### src/rtl/mvm_job_driver.sv
// Initiator-side sequencer for the mvm_K_1_B_1 core: buffers one job, replays it as
// gap-free load/start sequences and drains K results. Optional feature: MVM_DRV_TIMEOUT_EN.
module mvm_job_driver #(
    parameter int K       = 4,
    parameter int B       = 8,
    parameter int TIMEOUT = 1024
) (
    input  logic           i_clk,
    input  logic           i_reset,
    input  logic [B-1:0]   i_s_data,
    input  logic           i_s_valid,
    output logic           o_s_ready,
    output logic           o_loadMatrix,
    output logic           o_loadVector,
    output logic           o_start,
    input  logic           i_done,
    output logic [B-1:0]   o_mvm_data_in,
    input  logic [2*B-1:0] i_mvm_data_out,
    output logic [2*B-1:0] o_m_data,
    output logic           o_m_valid,
    input  logic           i_m_ready,
    output logic           o_busy,
    output logic           o_err
);
    localparam int NW = K*K + K;
    localparam int CW = (NW > 1) ? $clog2(NW) : 1;
    localparam int RW = (K > 1) ? $clog2(K) : 1;

    localparam logic [CW-1:0] JOB_LAST = CW'(NW - 1);
    localparam logic [CW-1:0] MAT_LAST = CW'(K*K - 1);
    localparam logic [CW-1:0] CAP_LAST = CW'(K - 1);
    localparam logic [RW-1:0] RES_LAST = RW'(K - 1);

    typedef enum logic [3:0] {
        S_COLLECT, S_LM_PULSE, S_LM_DATA, S_LV_GAP, S_LV_PULSE, S_LV_DATA,
        S_ST_GAP, S_START, S_WAIT_DONE, S_CAPTURE, S_DRAIN
    } state_t;

    state_t         r_state, w_next;
    logic [CW-1:0]  r_cnt, w_cnt_nxt;
    logic [RW-1:0]  r_rd, w_rd_nxt;
    logic [B-1:0]   r_job [NW];
    logic [2*B-1:0] r_res [K];
    logic           w_xfer, w_pop, w_timeout;

    assign w_xfer = (r_state == S_COLLECT) && i_s_valid;
    assign w_pop  = (r_state == S_DRAIN) && i_m_ready;

`ifdef MVM_DRV_TIMEOUT_EN
    localparam int TW = $clog2(TIMEOUT + 1);
    logic [TW-1:0] r_to;
    logic          r_err;

    assign w_timeout = (r_state == S_WAIT_DONE) && !i_done && (r_to == TW'(TIMEOUT - 1));
    assign o_err     = r_err;

    always_ff @(posedge i_clk) begin
        if (i_reset) begin
            r_to  <= '0;
            r_err <= 1'b0;
        end else begin
            r_to <= (r_state == S_WAIT_DONE && !i_done) ? r_to + 1'b1 : '0;
            if (w_timeout) r_err <= 1'b1;
        end
    end
`else
    assign w_timeout = 1'b0;
    assign o_err     = 1'b0;
`endif

    always_ff @(posedge i_clk) begin
        if (i_reset) begin
            r_state <= S_COLLECT;
            r_cnt   <= '0;
            r_rd    <= '0;
        end else begin
            r_state <= w_next;
            r_cnt   <= w_cnt_nxt;
            r_rd    <= w_rd_nxt;
        end
    end

    // Storage needs no reset: only state-qualified reads ever reach the outputs.
    always_ff @(posedge i_clk) begin
        if (w_xfer) r_job[r_cnt] <= i_s_data;
        if (r_state == S_CAPTURE) r_res[r_cnt[RW-1:0]] <= i_mvm_data_out;
    end

    // r_cnt is shared: job write pointer, replay index (matrix then vector), capture index.
    always_comb begin
        w_next    = r_state;
        w_cnt_nxt = r_cnt;
        w_rd_nxt  = r_rd;
        unique case (r_state)
            S_COLLECT: begin
                if (w_xfer) begin
                    if (r_cnt == JOB_LAST) begin
                        w_next    = S_LM_PULSE;
                        w_cnt_nxt = '0;
                    end else begin
                        w_cnt_nxt = r_cnt + 1'b1;
                    end
                end
            end
            S_LM_PULSE: w_next = S_LM_DATA;
            S_LM_DATA: begin
                w_cnt_nxt = r_cnt + 1'b1;
                if (r_cnt == MAT_LAST) w_next = S_LV_GAP;
            end
            S_LV_GAP:   w_next = S_LV_PULSE;
            S_LV_PULSE: w_next = S_LV_DATA;
            S_LV_DATA: begin
                if (r_cnt == JOB_LAST) begin
                    w_next    = S_ST_GAP;
                    w_cnt_nxt = '0;
                end else begin
                    w_cnt_nxt = r_cnt + 1'b1;
                end
            end
            S_ST_GAP: w_next = S_START;
            S_START:  w_next = S_WAIT_DONE;
            S_WAIT_DONE: begin
                if (i_done)         w_next = S_CAPTURE;
                else if (w_timeout) w_next = S_COLLECT;
            end
            S_CAPTURE: begin
                if (r_cnt == CAP_LAST) begin
                    w_next    = S_DRAIN;
                    w_cnt_nxt = '0;
                end else begin
                    w_cnt_nxt = r_cnt + 1'b1;
                end
            end
            S_DRAIN: begin
                if (w_pop) begin
                    if (r_rd == RES_LAST) begin
                        w_next   = S_COLLECT;
                        w_rd_nxt = '0;
                    end else begin
                        w_rd_nxt = r_rd + 1'b1;
                    end
                end
            end
            default: begin
                w_next    = S_COLLECT;
                w_cnt_nxt = '0;
                w_rd_nxt  = '0;
            end
        endcase
    end

    always_comb begin
        o_s_ready     = (r_state == S_COLLECT);
        o_loadMatrix  = (r_state == S_LM_PULSE);
        o_loadVector  = (r_state == S_LV_PULSE);
        o_start       = (r_state == S_START);
        o_mvm_data_in = '0;
        if (r_state == S_LM_DATA || r_state == S_LV_DATA) o_mvm_data_in = r_job[r_cnt];
        o_m_valid     = (r_state == S_DRAIN);
        o_m_data      = '0;
        if (r_state == S_DRAIN) o_m_data = r_res[r_rd];
        o_busy        = !(r_state == S_COLLECT && r_cnt == '0);
    end

endmodule
### config.mk
export PLATFORM = sky130hd
export DESIGN_NAME = mvm_job_driver
export DESIGN_NICKNAME = d
export VERILOG_FILES = /design/src/rtl/mvm_job_driver.sv
export SDC_FILE = /design/constraint.sdc
export NUM_CORES = 1
export LEC_CHECK = 0
export CAP_MARGIN = 20
export CORE_MARGIN = 2
export CORE_UTILIZATION = 55
export CTS_BUF_LIST = sky130_fd_sc_hd__clkbuf_8
export CTS_CLUSTER_DIAMETER = 50
export CTS_CLUSTER_SIZE = 10
export DETAILED_ROUTE_END_ITERATION = 6
export PLACE_DENSITY_LB_ADDON = 0.05
export SETUP_SLACK_MARGIN = 0.3
export SYNTH_ARGS = -nofsm -noshare
export SYNTH_HDL_FRONTEND = slang
export SYNTH_SLANG_ARGS = --single-unit
export TNS_END_PERCENT = 1
### constraint.sdc
create_clock -name i_clk -period 1.9 [get_ports i_clk]
set_clock_uncertainty 0.05 [all_clocks]
set_input_delay 0.285 -clock i_clk [delete_from_list [all_inputs] [get_ports i_clk]]
set_output_delay 0.285 -clock i_clk [all_outputs]
set_load 0.01 [all_outputs]
# Word level (Yosys, flattened, before mapping)

Memory sizes are Yosys's and may differ from the RTL's. A register that Yosys moved wholly into a read port is not among the register bits.
Index checks and enable logic that the tools add are counted.

RAM bits: 224
Input bits: 29
Bits in registers: 11
Memories: 2
Word-level logic and storage cells: 69

Memories:

| name  | depth | bits a word | rd ports | clocked after Yosys merged registers in | wr ports | RTL line | source |
|---|---|---|---|---|---|---|---|
| r_job | 20    | 8           | 1        | 1                                       | 1        | 42       | `logic [B-1:0] r_job [NW];` |
| r_res | 4     | 16          | 1        | 1                                       | 1        | 43       | `logic [2*B-1:0] r_res [K];` |

Equality and inequality tests: 22
Bitwise logic cells: 2
Reductions and logical operators: 12
Muxes and demuxes: 26
$add $sub $neg: 2

Operator list:

| cell                                                                     | count |
|---|---|
| 4-bit one-hot mux with 11 select lines                                   | 1 |
| 4-bit two-way mux                                                        | 8 |
| 5-bit two-way mux                                                        | 5 |
| 5-bit one-hot mux with 5 select lines                                    | 1 |
| 4-bit by 3-bit == test with 1-bit output (second input constant)         | 4 |
| 16-bit two-way mux                                                       | 1 |
| 4-bit == test (second input constant)                                    | 3 |
| 2-bit by 1-bit inequality test with 1-bit output (second input constant) | 5 |
| 10-bit OR reduction                                                      | 1 |
| 4-bit by 2-bit == test with 1-bit output (second input constant)         | 2 |
| 2-bit two-way mux                                                        | 4 |
| 8-bit two-way mux                                                        | 1 |
| 8-bit AND reduction                                                      | 1 |
| 7-bit OR reduction                                                       | 1 |
| 2-bit inequality test (second input constant)                            | 3 |
| 5-bit by 1-bit adder with 5-bit output (second input constant)           | 1 |
| 5-bit by 2-bit == test with 1-bit output (second input constant)         | 1 |
| 5-bit by 4-bit == test with 1-bit output (second input constant)         | 1 |
| 5-bit == test (second input constant)                                    | 1 |
| 5-bit zero test                                                          | 1 |
| 4-bit by 1-bit == test with 1-bit output (second input constant)         | 1 |
| 4-bit zero test                                                          | 1 |
| 1-bit two-way mux                                                        | 4 |
| 2-bit one-hot mux with 2 select lines                                    | 1 |
| other kinds (7)                                                          | 11 |

# Longest topological paths before layout

Gate-level depths: netlist of the first run.

Depth in word-level cells: 6
Gate-level depth with buffers: 7
Gate-level depth less buffers: 7

# Least setup slack after synthesis of the first run

No wires, ideal clock.

Path kind: reg2reg
Start point: register r_state[0]
End point: memory r_job[15][0], enable pin
Path buffers: 1
Path slack: -0.376 ns
Arrival: 1.855 ns
Required time: 1.480 ns
Cell stages (with the launch flop): 6
Period minus slack after synthesis: 2.276 ns
Library setup time: 0.370 ns
Cells stage by stage: dfxtp_1 clkbuf_1 nor4_1 and2_1 nand2_1 nor2_1

Longest elaborated chain between the ends: 4

RTL lines:

| item                                    | RTL line | source |
|---|---|---|
| start: declaration                      | 39       | `state_t r_state, w_next;` |
| start signal: assignment                | 77       | `r_state <= w_next;` |
| 4-bit zero test                         | n/a      |  |
| via o_s_ready                           | 12       | `output logic o_s_ready,` |
| 1-bit logical AND                       | 46       | `assign w_xfer = (r_state == S_COLLECT) && i_s_valid;` |
| 1-bit two-way mux                       | 85       | `if (w_xfer) r_job[r_cnt] <= i_s_data;` |
| 1-bit two-way mux (not written as such) | 85       |  |
| end: declaration                        | 42       |  |

The timed path passes the listed nets, and every way through them passes these cells.

==> results.toml, run 1 <==
[placement]
dp_hpwl_um = 12400
pre_cts_ws_ns = -0.503
numPortBuffers = 58
postPlaceCellArea_sq_um = 11400
place.gp.congestion = 0.850

[drt]
via_per_inst = 5.72
drc = 0
wl_per_cell_um = 21.5
vias = 5065
wl_met2_um = 10100
drt_iter0_markers = 342
wirelength_um = 19100
antenna_left = 0
routed-wl-met3_um = 750
drt-met1-wl_um = 7940
dr.pass1.iters = 7
top_layer = "met4"

[synth]
synthTopCellsByArea = "edfxtp_1 70%, mux4_2 13%, dfxtp_1 3.7%"
syn_avg_cell_area_sq_um = 19.0
synth_edf_count = 224
ys.flop_type = "edfxtp_1"
syn_area_sq_um = 9670
yosysWarningCount = 0
syn_inst = 509
yosysSeqAreaShare_pct = 73.3
synth.distinct_cells = 43
synth_top_area_share_pct = 69.6
async_flop_share_pct = 0
synth_top_cell_by_area = "edfxtp_1"
syn-num-nets = 545
synth-seq-cells = 242

[pwr]
pwr-share-clk_pct = 33.8
p_sw_mw = 2.05
leakage_nw = 4.05
pwr_density_cell_nw_per_um2 = 797
seqPwrFrac_pct = 59.8
swShare_pct = 21.0
combPwrFrac_pct = 6.4
ir_drop_uv = 583
p_int_mw = 7.75

[sta]
setup_slack_ns = -0.757
slew_headroom_pct = 51.2
setup_viol = 39
fmax_mhz = 376
min_period_ns = 2.66
tightest_slew_ns = 0.730
min_period_over_period_pct = 140
rsz0062_at_grt = "true"
maxSlewViolCount = 0
hold_viol = 0
tns_ns = -11.46

[clocking]
ctsHoldBuffers = 0
cts.path.max_buffers = 3
path_clk_slew_ns = 0.07
cts_buffers = 29
cts_root_buffer = "clkbuf_8"
cts_tree = "done"
clock_latency_ns = 0.54
htreeDepth = 1
cts_sinks = 242

[worst_setup_path]
r2r_cells = 7
crit_path_max_fanout = 4
rrSetupSlack_ns = -0.08
critPathCaptureType = "output port"
worstReg2RegStart = "r_cnt[1]"
cp.required_ns = 1.56
crit_type = "reg -> out"
reg2reg_to = "r_state[0]"
cp.arrival_ns = 2.32
cp-start-kind = "register"

[global_route]
track_usage_pct = 21.3
grt_pass1_wl_um = 29500
grt_pass1_vias = 5242
grt_max_degree = 33
grt_overflow = 0
antenna_found_initial = 0

[floorplanning]
core_sq_um = 17200
num_rows = 48
die_area_sq_um = 18700
die_y_um = 137
initial_utilization_pct = 56.1
die_w_um = 137
io_pins = 60

[hold_path]
hp-class = "in -> reg"
hold_start = "i_mvm_data_out[4]"
worst_hold_path.endpoint = "r_res[0][4]"
hold_depth = 1

[finish]
finish.utilization_pct = 71.3
final_area_sq_um = 12300
n_antenna_cell = 0
drive_gt1_share_pct = 42.1
final_cell_mix = "224 x edfxtp_1, 57 x mux4_2, 33 x buf_12"
fin_nets = 673
syn_to_final_growth_pct = 27.2
final_common_cell = "edfxtp_1"

[run_status]
status = "finished, violations left"
violations = "setup timing"

[flow_run]
drv_cap = 0
logic make-up after synthesis:
logic type / count (synthesis) / share of synthesized area, %
other: 1 / 0.0388
flip-flops: 242 / 73.3
buffers and inverters: 35 / 1.72
XOR/XNOR: 1 / 0.0906
multiplexers: 73 / 15.1
AND/OR/NAND/NOR: 120 / 6.65
AO/OA/AOI/OAI: 30 / 2.14
adder cells (fa/ha/maj): 7 / 0.906
power by group through the flow:
stage               Clock, mW  Sequential [mW]  Combinational (mW)
floorplan                   0             5.98               0.285
global placement            0             5.98               0.512
detailed placement          0             5.98               0.522
CTS                      3.39             5.86               0.620
global route             3.61             5.86               0.668
finish                   3.31             5.86               0.628
worst max path at each step:
stage,from,to,slack (ns),cells after the start
floorplan,register,o_mvm_data_in[3],0.03,6
global placement,register,o_mvm_data_in[2],-0.50,6
detailed placement,register,o_mvm_data_in[2],-0.50,6
CTS,register,o_mvm_data_in[3],-0.81,6
global route,register,o_mvm_data_in[1],-0.85,7
finish,register,o_mvm_data_in[3],-0.76,7
Yosys cell counts (all sizes together), types with 3 or more instances:
master,n
o21ai,5
nor2,27
buf,18
mux2,16
inv,5
edfxtp,224
and3,3
dfxtp,18
a21oi,8
and2,8
nand3,8
nor3,13
mux4,57
nand3b,4
nand2,18
o22ai,8
ha,7
nor2b,26
clkbuf,12
critical path, cell delays in order (launching register included):
cell     delay [ns]
dfxtp_4        0.38
buf_4          0.14
buf_16         0.11
mux4_2         0.48
mux2_4         0.30
o22ai_4        0.16
nor3_2         0.07
buf_2          0.14
area by class of cell:
| type | instances | area (sq um) |
|---|---|---|
| Clock buffer | 29 | 399 |
| Clock inverter | 25 | 130 |
| Fill cell | 1036 | 4940 |
| Inverter | 5 | 18.8 |
| Multi-Input combinational cell | 232 | 2860 |
| Sequential cell | 242 | 7110 |
| Tap cell | 225 | 282 |
| Timing Repair Buffer | 127 | 1490 |
metrics by stage:
step	hold WS [ns]	cells	power, mW
floorplan	0.334	509	6.26
global placement	0.417	816	6.49
detailed placement	0.432	816	6.51
CTS	0.288	883	9.88
global route	0.309	885	10.1
finish	0.313	885	9.80
per-layer routing:
metal	vias up	GRT usage (%)
li1	2300	-
met1	2619	28.6
met2	120	37.8
met3	26	2.70
met4	0	4.63
met5	-	0
repair_timing:
| action | 4_1_cts | 5_1_grt |
|---|---|---|
| gates resized for setup | 153 | 28 |
| pin swaps | 10 | 9 |
| cloned | 3 | 0 |
| buffers inserted | 10 | 2 |
| setup endpoints to repair | 270 | 270 |
state kept, by name, indices dropped and copies added, names as in the netlist, named ones only:
| name | cells |
|---|---|
| r_state | 4 |
| r_cnt | 5 |
| r_rd | 2 |
| r_job | 160 |
| r_res | 64 |
(Power assumes the default switching activity.)
==> inputs of run 2 (changes only) <==
--- a/config.mk
+++ b/config.mk
@@ -10,7 +10,6 @@
 export CORE_UTILIZATION = 55
 export CTS_BUF_LIST = sky130_fd_sc_hd__clkbuf_8
 export CTS_CLUSTER_DIAMETER = 50
-export CTS_CLUSTER_SIZE = 10
 export DETAILED_ROUTE_END_ITERATION = 6
 export PLACE_DENSITY_LB_ADDON = 0.05
 export SETUP_SLACK_MARGIN = 0.3
==> run 2 against run 1 <==
Effect of this change: the flow still finishes with violations (setup timing); register-to-register slack barely moved; power increased by 8.7%; sequential power about the same; non-clock buffer count fell by 3; hold slack better by 0.022 ns; combinational power about the same; sequential share of layout area shrank 0.94 points; first-iteration DRC count increased by 11%; critical endpoint is now o_mvm_data_in[4]; largest cell class unchanged; largest power group unchanged.
==> results.toml, run 2 (same netlist as run 1, synthesis figures left out) <==
[floorplanning]
initial_utilization_pct = 56.1
die_w_um = 137
die_y_um = 137
die_area_sq_um = 18700
io_pins = 60
core_sq_um = 17200
num_rows = 48

[hold_path]
hp-class = "in -> reg"
hold_depth = 1
hold_start = "i_mvm_data_out[1]"
worst_hold_path.endpoint = "r_res[3][1]"

[run_status]
violations = "setup timing"
status = "finished, violations left"

[finish]
fillerInstances = 1016
final_common_cell = "edfxtp_1"
drive_gt1_share_pct = 43.4
n_antenna_cell = 0
finish.utilization_pct = 72.5
largest_register_ff_count = 160
fin_nets = 680
final_cell_mix = "224 x edfxtp_1, 57 x mux4_2, 42 x clkbuf_8"
regMostFlops = "r_job"
syn_to_final_growth_pct = 29.3

[clocking]
cts_root_buffer = "clkbuf_8"
htreeDepth = 2
cts_sinks = 242
cts_tree = "done"
clock_latency_ns = 0.54
cts.path.max_buffers = 3
path_clk_slew_ns = 0.07
cts_buffers = 39

[pwr]
leakage_nw = 4.11
pwr_density_cell_nw_per_um2 = 853
finalPower_mw = 10.7
ir_drop_uv = 682

[placement]
numPortBuffers = 58
dp_hpwl_um = 12400
place.gp.congestion = 0.850

[sta]
tightest_slew_ns = 0.722
maxSlewViolCount = 0
min_period_over_period_pct = 140
rsz0062_at_grt = "true"
min_period_ns = 2.66
setup_viol = 30
hold_viol = 0
slew_headroom_pct = 51.7
fmax_mhz = 376
setup_slack_ns = -0.760

[worst_setup_path]
crit_type = "reg -> out"
worstReg2RegStart = "r_cnt[1]"
reg2reg_to = "r_state[0]"
cp.arrival_ns = 2.32
crit_path_max_fanout = 7
rrSetupSlack_ns = -0.09
cp.required_ns = 1.56
cp-start-kind = "register"
critPathCaptureType = "output port"
r2r_cells = 7

[drt]
wirelength_um = 19200
wl_per_cell_um = 21.3
drc = 0
antenna_left = 0
dr.pass1.iters = 4
drt_iter0_markers = 379
via_per_inst = 5.68
vias = 5112

[global_route]
grt_max_degree = 33
grt_pass1_vias = 5328
antenna_found_initial = 0
grt_pass1_wl_um = 29900
track_usage_pct = 21.9
grt_overflow = 0

[flow_run]
drv_cap = 0
[run 2: cell types whose count changed in the layout (fill, tap and decap cells not counted), sizes merged]
| cell | before | now |
|---|---|---|
| clkbuf | 29 | 42 |
| inv | 24 | 16 |
| clkinvlp | 2 | 3 |
| clkinv | 3 | 15 |
| buf | 96 | 93 |
[run 2: stage by stage]
| stage | worst slack [ns] | hold WS (ns) | TNS [ns] | std cells | instance area (sq um) |
|---|---|---|---|---|---|
| floorplan | 0.0271 | 0.334 | 0 | 509 | 10000 |
| global route | -0.846 | 0.327 | -16.54 | 900 | 12500 |
| finish | -0.760 | 0.335 | -10.85 | 900 | 12500 |
| global placement | -0.497 | 0.417 | -10.73 | 816 | 11400 |
| CTS | -0.809 | 0.303 | -12.66 | 900 | 12400 |
| detailed placement | -0.503 | 0.432 | -11.97 | 816 | 11400 |
[run 2: layout make-up]
class	count	area (sq um)	area share, %
repair buffers	124	1480	11.8
clock buffers	42	578	4.63
multi-input cells	232	2870	23.0
well taps	225	282	2.25
inverters	5	18.8	0.150
flip-flops and latches	242	7110	56.9
clock inverters	30	161	1.29
[run 2: what timing repair did]
item,CTS,global route
pin swaps,10,7
cloned,3,0
resized for setup,155,25
hold buffers,0,0
setup endpoints to repair,270,270
buffers inserted,9,0
endpoints found under the hold margin,0,0
[run 2: worst max path at each step]
stage / from / end / slack (ns)
finish: register / o_mvm_data_in[4] / -0.76
global route: register / o_mvm_data_in[1] / -0.85
CTS: register / o_mvm_data_in[4] / -0.81
global placement: register / o_mvm_data_in[2] / -0.50
detailed placement: register / o_mvm_data_in[2] / -0.50
floorplan: register / o_mvm_data_in[3] / 0.03
[run 2: critical path: stages, from the launching register on]
cell,delay (ns)
dfxtp_4,0.41
buf_12,0.14
buf_12,0.10
mux4_2,0.50
mux2_4,0.29
o22ai_4,0.15
nor3_2,0.06
buf_2,0.14
[run 2: layer usage]
layer | part of all wire (%) | global-route usage (%) | vias to the layer above
met3 | 5.1 | 4.07 | 27
met4 | 1.8 | 6.77 | 0
li1 | - | - | 2319
met5 | 0 | 0 | -
met1 | 40 | 28.7 | 2620
met2 | 53 | 37.6 | 146
[run 2: where the power goes]
part | internal [mW] | leakage, nW | switching (mW)
Sequential | 5.85 | 2.17 | 0.0182
Combinational | 0.337 | 1.53 | 0.288
Clock | 2.20 | 0.410 | 1.96
Total | 8.39 | 4.11 | 2.27
==> inputs of run 3 (changes only) <==
--- a/config.mk
+++ b/config.mk
@@ -6,8 +6,8 @@
 export NUM_CORES = 1
 export LEC_CHECK = 0
 export CAP_MARGIN = 20
-export CORE_MARGIN = 2
-export CORE_UTILIZATION = 55
+export CORE_MARGIN = 5
+export CORE_UTILIZATION = 60
 export CTS_BUF_LIST = sky130_fd_sc_hd__clkbuf_8
 export CTS_CLUSTER_DIAMETER = 50
 export DETAILED_ROUTE_END_ITERATION = 6
==> constraint.sdc (replaced) <==
create_clock -name i_clk -period 2.8 [get_ports i_clk]
set_clock_uncertainty 0.05 [all_clocks]
set_input_delay 0.42 -clock i_clk [delete_from_list [all_inputs] [get_ports i_clk]]
set_output_delay 0.42 -clock i_clk [all_outputs]
set_load 0.01 [all_outputs]
==> run 3 against run 2 <==
Effect of this change: the flow still finishes with violations (setup timing); register-to-register slack better by 0.61 ns; non-clock buffer count shrank 12; power down 35%; global-route usage fell by 1.2 points; critical path type unchanged; critical endpoint unchanged; highest routed layer unchanged.
==> results.toml, run 3 (same netlist as run 1, synthesis figures left out) <==
[drt]
drt_iter0_markers = 351
vias = 5001
drc = 0
wl_per_cell_um = 20.9
via_per_inst = 5.72
dr.pass1.iters = 5
antenna_left = 0
wirelength_um = 18300

[sta]
min_period_ns = 2.80
fmax_mhz = 357
slew_headroom_pct = 54.4
min_period_over_period_pct = 100
setup_viol = 1
hold_viol = 0
setup_slack_ns = -0.00178
maxSlewViolCount = 0
timing.hold.ws_ns = 0.427
rsz0062_at_grt = "true"
tightest_slew_ns = 0.681

[finish]
final_cell_mix = "224 x edfxtp_1, 57 x mux4_2, 42 x buf_4"
largest_register_ff_count = 160
final_common_cell = "edfxtp_1"
syn_to_final_growth_pct = 19.6
fin_nets = 668
regMostFlops = "r_job"
n_antenna_cell = 0
drive_gt1_share_pct = 32.5

[floorplanning]
initial_utilization_pct = 61.1
io_pins = 60
die_w_um = 137
num_rows = 46
die_y_um = 137
core_sq_um = 15800
die_area_sq_um = 18700

[global_route]
grt_pass1_vias = 5282
grt_pass1_wl_um = 28800
track_usage_pct = 20.7
antenna_found_initial = 0
grt_overflow = 0
grt_max_degree = 33

[clocking]
cts.path.max_buffers = 3
htreeDepth = 2
path_clk_slew_ns = 0.06
cts_sinks = 242
clock_latency_ns = 0.53
ctsHoldBuffers = 0
cts_buffers = 39
cts_tree = "done"
cts_root_buffer = "clkbuf_8"

[pwr]
leakage_nw = 3.87
ir_drop_uv = 458
finalPower_mw = 6.90
pwr_density_cell_nw_per_um2 = 597

[worst_setup_path]
cp.arrival_ns = 2.33
critPathCaptureType = "output port"
max_stage_delay_ns = 0.48
r2r_cells = 7
worstPathCellList = "buf_12 > buf_4 > mux4_2 > mux2_2 > o22ai_1 > nor3_1 > buf_2"
crit_type = "reg -> out"
crit_path_max_fanout = 9
cp.required_ns = 2.33
cp_slowest_cell = "mux4_2"
cp-start-kind = "register"

[placement]
place.gp.congestion = 0.781
numPortBuffers = 58
dp_hpwl_um = 11600

[hold_path]
hp-class = "reg -> reg"
hold_depth = 2

[flow_run]
drv_cap = 0

[run_status]
violations = "setup timing"
status = "finished, violations left"
==> run 3: cell types whose count changed in the layout (fill, tap and decap cells not counted), sizes merged <==
cell,delta
clkbuf,+12
clkinvlp,-2
clkinv,-7
inv,+7
buf,-31
dlymetal6s2s,+2
bufinv,-1
dlygate4sd2,+3
==> run 3: area by class of cell <==
type	instances	area (sq um)
timing repair buffer	112	1010
clock inverter	27	115
clock buffer	40	551
multi-input combinational	232	2500
inverter	5	18.8
sequential	242	7100
tap	216	270
fill	949	4270
==> run 3: where the power goes <==
part | internal, mW | leakage (nW) | switching, mW | total, mW
clock network | 1.32 | 0.405 | 1.26 | 2.58
logic | 0.174 | 1.30 | 0.154 | 0.328
registers | 3.97 | 2.17 | 0.0125 | 3.99
==> run 3: worst max-delay path, delay by kind of cell, from the launching register on <==
family	cells	cell delay, ns
buf+inv	3	0.41
compound gates	1	0.16
flops	1	0.38
mux	2	0.75
simple gates	1	0.09
==> run 3: path summary, 6_finish.rpt <==
check        startpoint               end  slack [ns]
min reg2reg     r_rd[1]           r_rd[1]        0.43
max reg2reg    r_cnt[0]        r_state[0]        0.52
max            register  o_mvm_data_in[4]      -0.002
min             r_rd[1]           r_rd[1]        0.43
==> run 3: metal layers <==
layer	track usage (%)	part of all wire (%)	wire, um	vias up
met4	6.10	1.5	282	0
met5	0	0	0	-
met1	27.2	40	7300	2551
met3	4.71	6.0	1100	27
met2	35.1	52	9570	138
li1	-	-	-	2285
==> run 3: repair_timing <==
item	CTS	global route
cloned	2	0
pin swaps	0	2
setup endpoints to repair	29	27
setup buffers	11	5
gates resized for setup	79	34
==> run 3: per-stage QoR <==
step / setup WS, ns / TNS (ns) / instance area (sq um) / cells / utilization, %
2_1_floorplan: 0.524 / 0 / 9670 / 509 / -
3_3_place_gp: 0.107 / 0 / 10700 / 789 / 67.5
3_5_place_dp: 0.148 / 0 / 10700 / 789 / 67.5
4_1_cts: -0.0332 / -0.113 / 11500 / 869 / 72.9
5_1_grt: -0.107 / -0.568 / 11600 / 874 / 73.0
6_report: -0.00178 / -0.00178 / 11600 / 874 / 73.0
==> variant (settings of run 2) <==
Re-encode `state_t` (11 states) as one-hot, 11 bits wide.
--- a/src/rtl/mvm_job_driver.sv
+++ b/src/rtl/mvm_job_driver.sv
@@ -31,9 +31,9 @@
     localparam logic [CW-1:0] CAP_LAST = CW'(K - 1);
     localparam logic [RW-1:0] RES_LAST = RW'(K - 1);
 
-    typedef enum logic [3:0] {
-        S_COLLECT, S_LM_PULSE, S_LM_DATA, S_LV_GAP, S_LV_PULSE, S_LV_DATA,
-        S_ST_GAP, S_START, S_WAIT_DONE, S_CAPTURE, S_DRAIN
+    typedef enum logic [10:0] {
+        S_COLLECT = 11'b00000000001, S_LM_PULSE = 11'b00000000010, S_LM_DATA = 11'b00000000100, S_LV_GAP = 11'b00000001000, S_LV_PULSE = 11'b00000010000, S_LV_DATA = 11'b00000100000,
+        S_ST_GAP = 11'b00001000000, S_START = 11'b00010000000, S_WAIT_DONE = 11'b00100000000, S_CAPTURE = 11'b01000000000, S_DRAIN = 11'b10000000000
     } state_t;
 
     state_t         r_state, w_next;
Function: no difference found for any inputs over 10 cycles, from zero or initial values and one cycle with i_reset high; not proved beyond that.
==> variant against run 2 <==
The flow still finishes with violations (negative setup slack); maximum frequency fell by 8.9%; area after synthesis rose by 3.0%; worst setup slack worse by 0.26 ns; non-clock buffer count grew 34; routed wire length up 13%; sequential cell count up 7; power increased by 3.7%; cell area up 3.5%; die area increased by 2.9%; highest routed layer unchanged.
==> variant: results (changes against run 2) <==
- Hpwl dp: 14.0 mm (+13%)
- Dpl ws: -0.854 ns (-0.351 ns)
- Final #Nets: 737 (+8.4%)
- Violated checks: negative setup slack
- Fin Hold WS: 0.341 ns (+0.00687 ns)
- GP Congestion: 0.879 (+3.5%)
- CTS buffer count: 41 (+5.1%)
- CP Max Fanout: 5 (-2)
- Avg Inst Size Synth: 18.8 sq um (-1.1%)
- Post-synthesis sequential area ratio: 0.726 (-0.00712)
- Vias: 5503 (+7.6%)
- Relative slew margins: 0.511 (-0.00666)
- Clk_lat worst skew: 0.52 ns (-0.02 ns)
- Crit path arrival time: 2.59 ns (+0.27 ns)
- Initial DRC Count: 360 (-5.0%)
- Synth Area in XOR/XNOR: 0.00264 (+0.00173)
- Synth top area cells: edfxtp_1 68%, mux4_2 14%, dfxtp_1 5.0%, nor2_1 1.8%, nor2b_1 1.3%
- Synth Area in Compound Gates: 0.0132 (-0.00816)
- Critical R2R Launch: r_state[7]
- Worst setup margin: -1.02 ns (-0.261 ns)
- Post-synth top cells: 224 x edfxtp_1, 64 x mux4_2, 49 x nor2_1
- Setup slack, reg-to-reg: -0.25 ns (-0.16 ns)
- Internal power: 8.73 mW (+4.1%)
- Reg-to-Reg End: r_cnt[3]
- Fin cells: 963 (+7.0%)
- Lkg Pwr: 4.42 nW (+7.5%)
- Multiplexer area fraction after synthesis: 0.154 (+0.00241)
- Distinct cells, synth: 48 (+12%)
- Synthesized-area fraction occupied by adder cells: 0.00754 (-0.00152)
- Status: finished, violations left
- Final setup violation count: 208 (+590%)
- Post-Route WL: 21.6 mm (+13%)
- Hold wc startpoint: i_mvm_data_out[10]
- Layout cell share with drive strength beyond 1: 0.443 (+0.00871)
- GRT Total Usage: 0.233 (+0.0136)
-- variant: cell count changes after synthesis, sizes merged, moves of 4 or more --
cell | before | now
nor2 | 27 | 49
nor3b | 0 | 5
mux2i | 0 | 9
nor2b | 26 | 20
mux2 | 16 | 0
nor3 | 13 | 6
nor4b | 1 | 5
o22ai | 8 | 0
dfxtp | 18 | 25
mux4 | 57 | 64
nand4 | 0 | 8
-- variant: power by group through the flow --
stage / clock network [mW] / logic, mW / registers [mW]
CTS: 4.47 / 0.629 / 6.02
detailed placement: 0 / 0.565 / 6.13
global placement: 0 / 0.551 / 6.13
global route: 4.70 / 0.688 / 6.02
finish: 4.38 / 0.649 / 6.02
floorplan: 0 / 0.317 / 6.13
-- variant: layer usage --
metal  global-route usage  part of all wire  vias up
met5                    0                 0        -
met3               0.0552             0.060       31
met4               0.0714             0.018        0
met1                0.294              0.40     2810
met2                0.405              0.52      192
li1                     -                 -     2470
-- variant: kinds of logic (layout without fill, tap and decap cells) --
logic type                 Yosys count  in the layout
buffers and inverters               35            239
other                                1              1
and+or+nand+nor                    142            142
xor gates and xnor gates             3              3
DFF                                249            249
muxes                               73             73
adders and majority gates            6              6
AOI/OAI and AO/OA                   21             21
-- variant: worst max-delay path: cells and delay by family, from the launching register on --
kind,cells,cell delay (ns)
buf+inv,4,0.50
flops,1,0.38
simple gates,1,0.06
mux,3,1.12
-- variant: timing repair --
item / in CTS / in global routing
gates cloned: 2 / 0
pin swaps: 16 / 7
buffers inserted: 7 / 2
setup endpoints to repair: 277 / 279
resized for setup: 161 / 28
-- variant: area by class of cell --
class / count / area [sq um]
fillers: 1097 / 4900
well taps: 229 / 287
repair buffers: 158 / 1690
clock buffers: 43 / 592
flip-flops and latches: 249 / 7250
clock inverters: 32 / 194
inverters: 6 / 22.5
multi-input cells: 246 / 2900
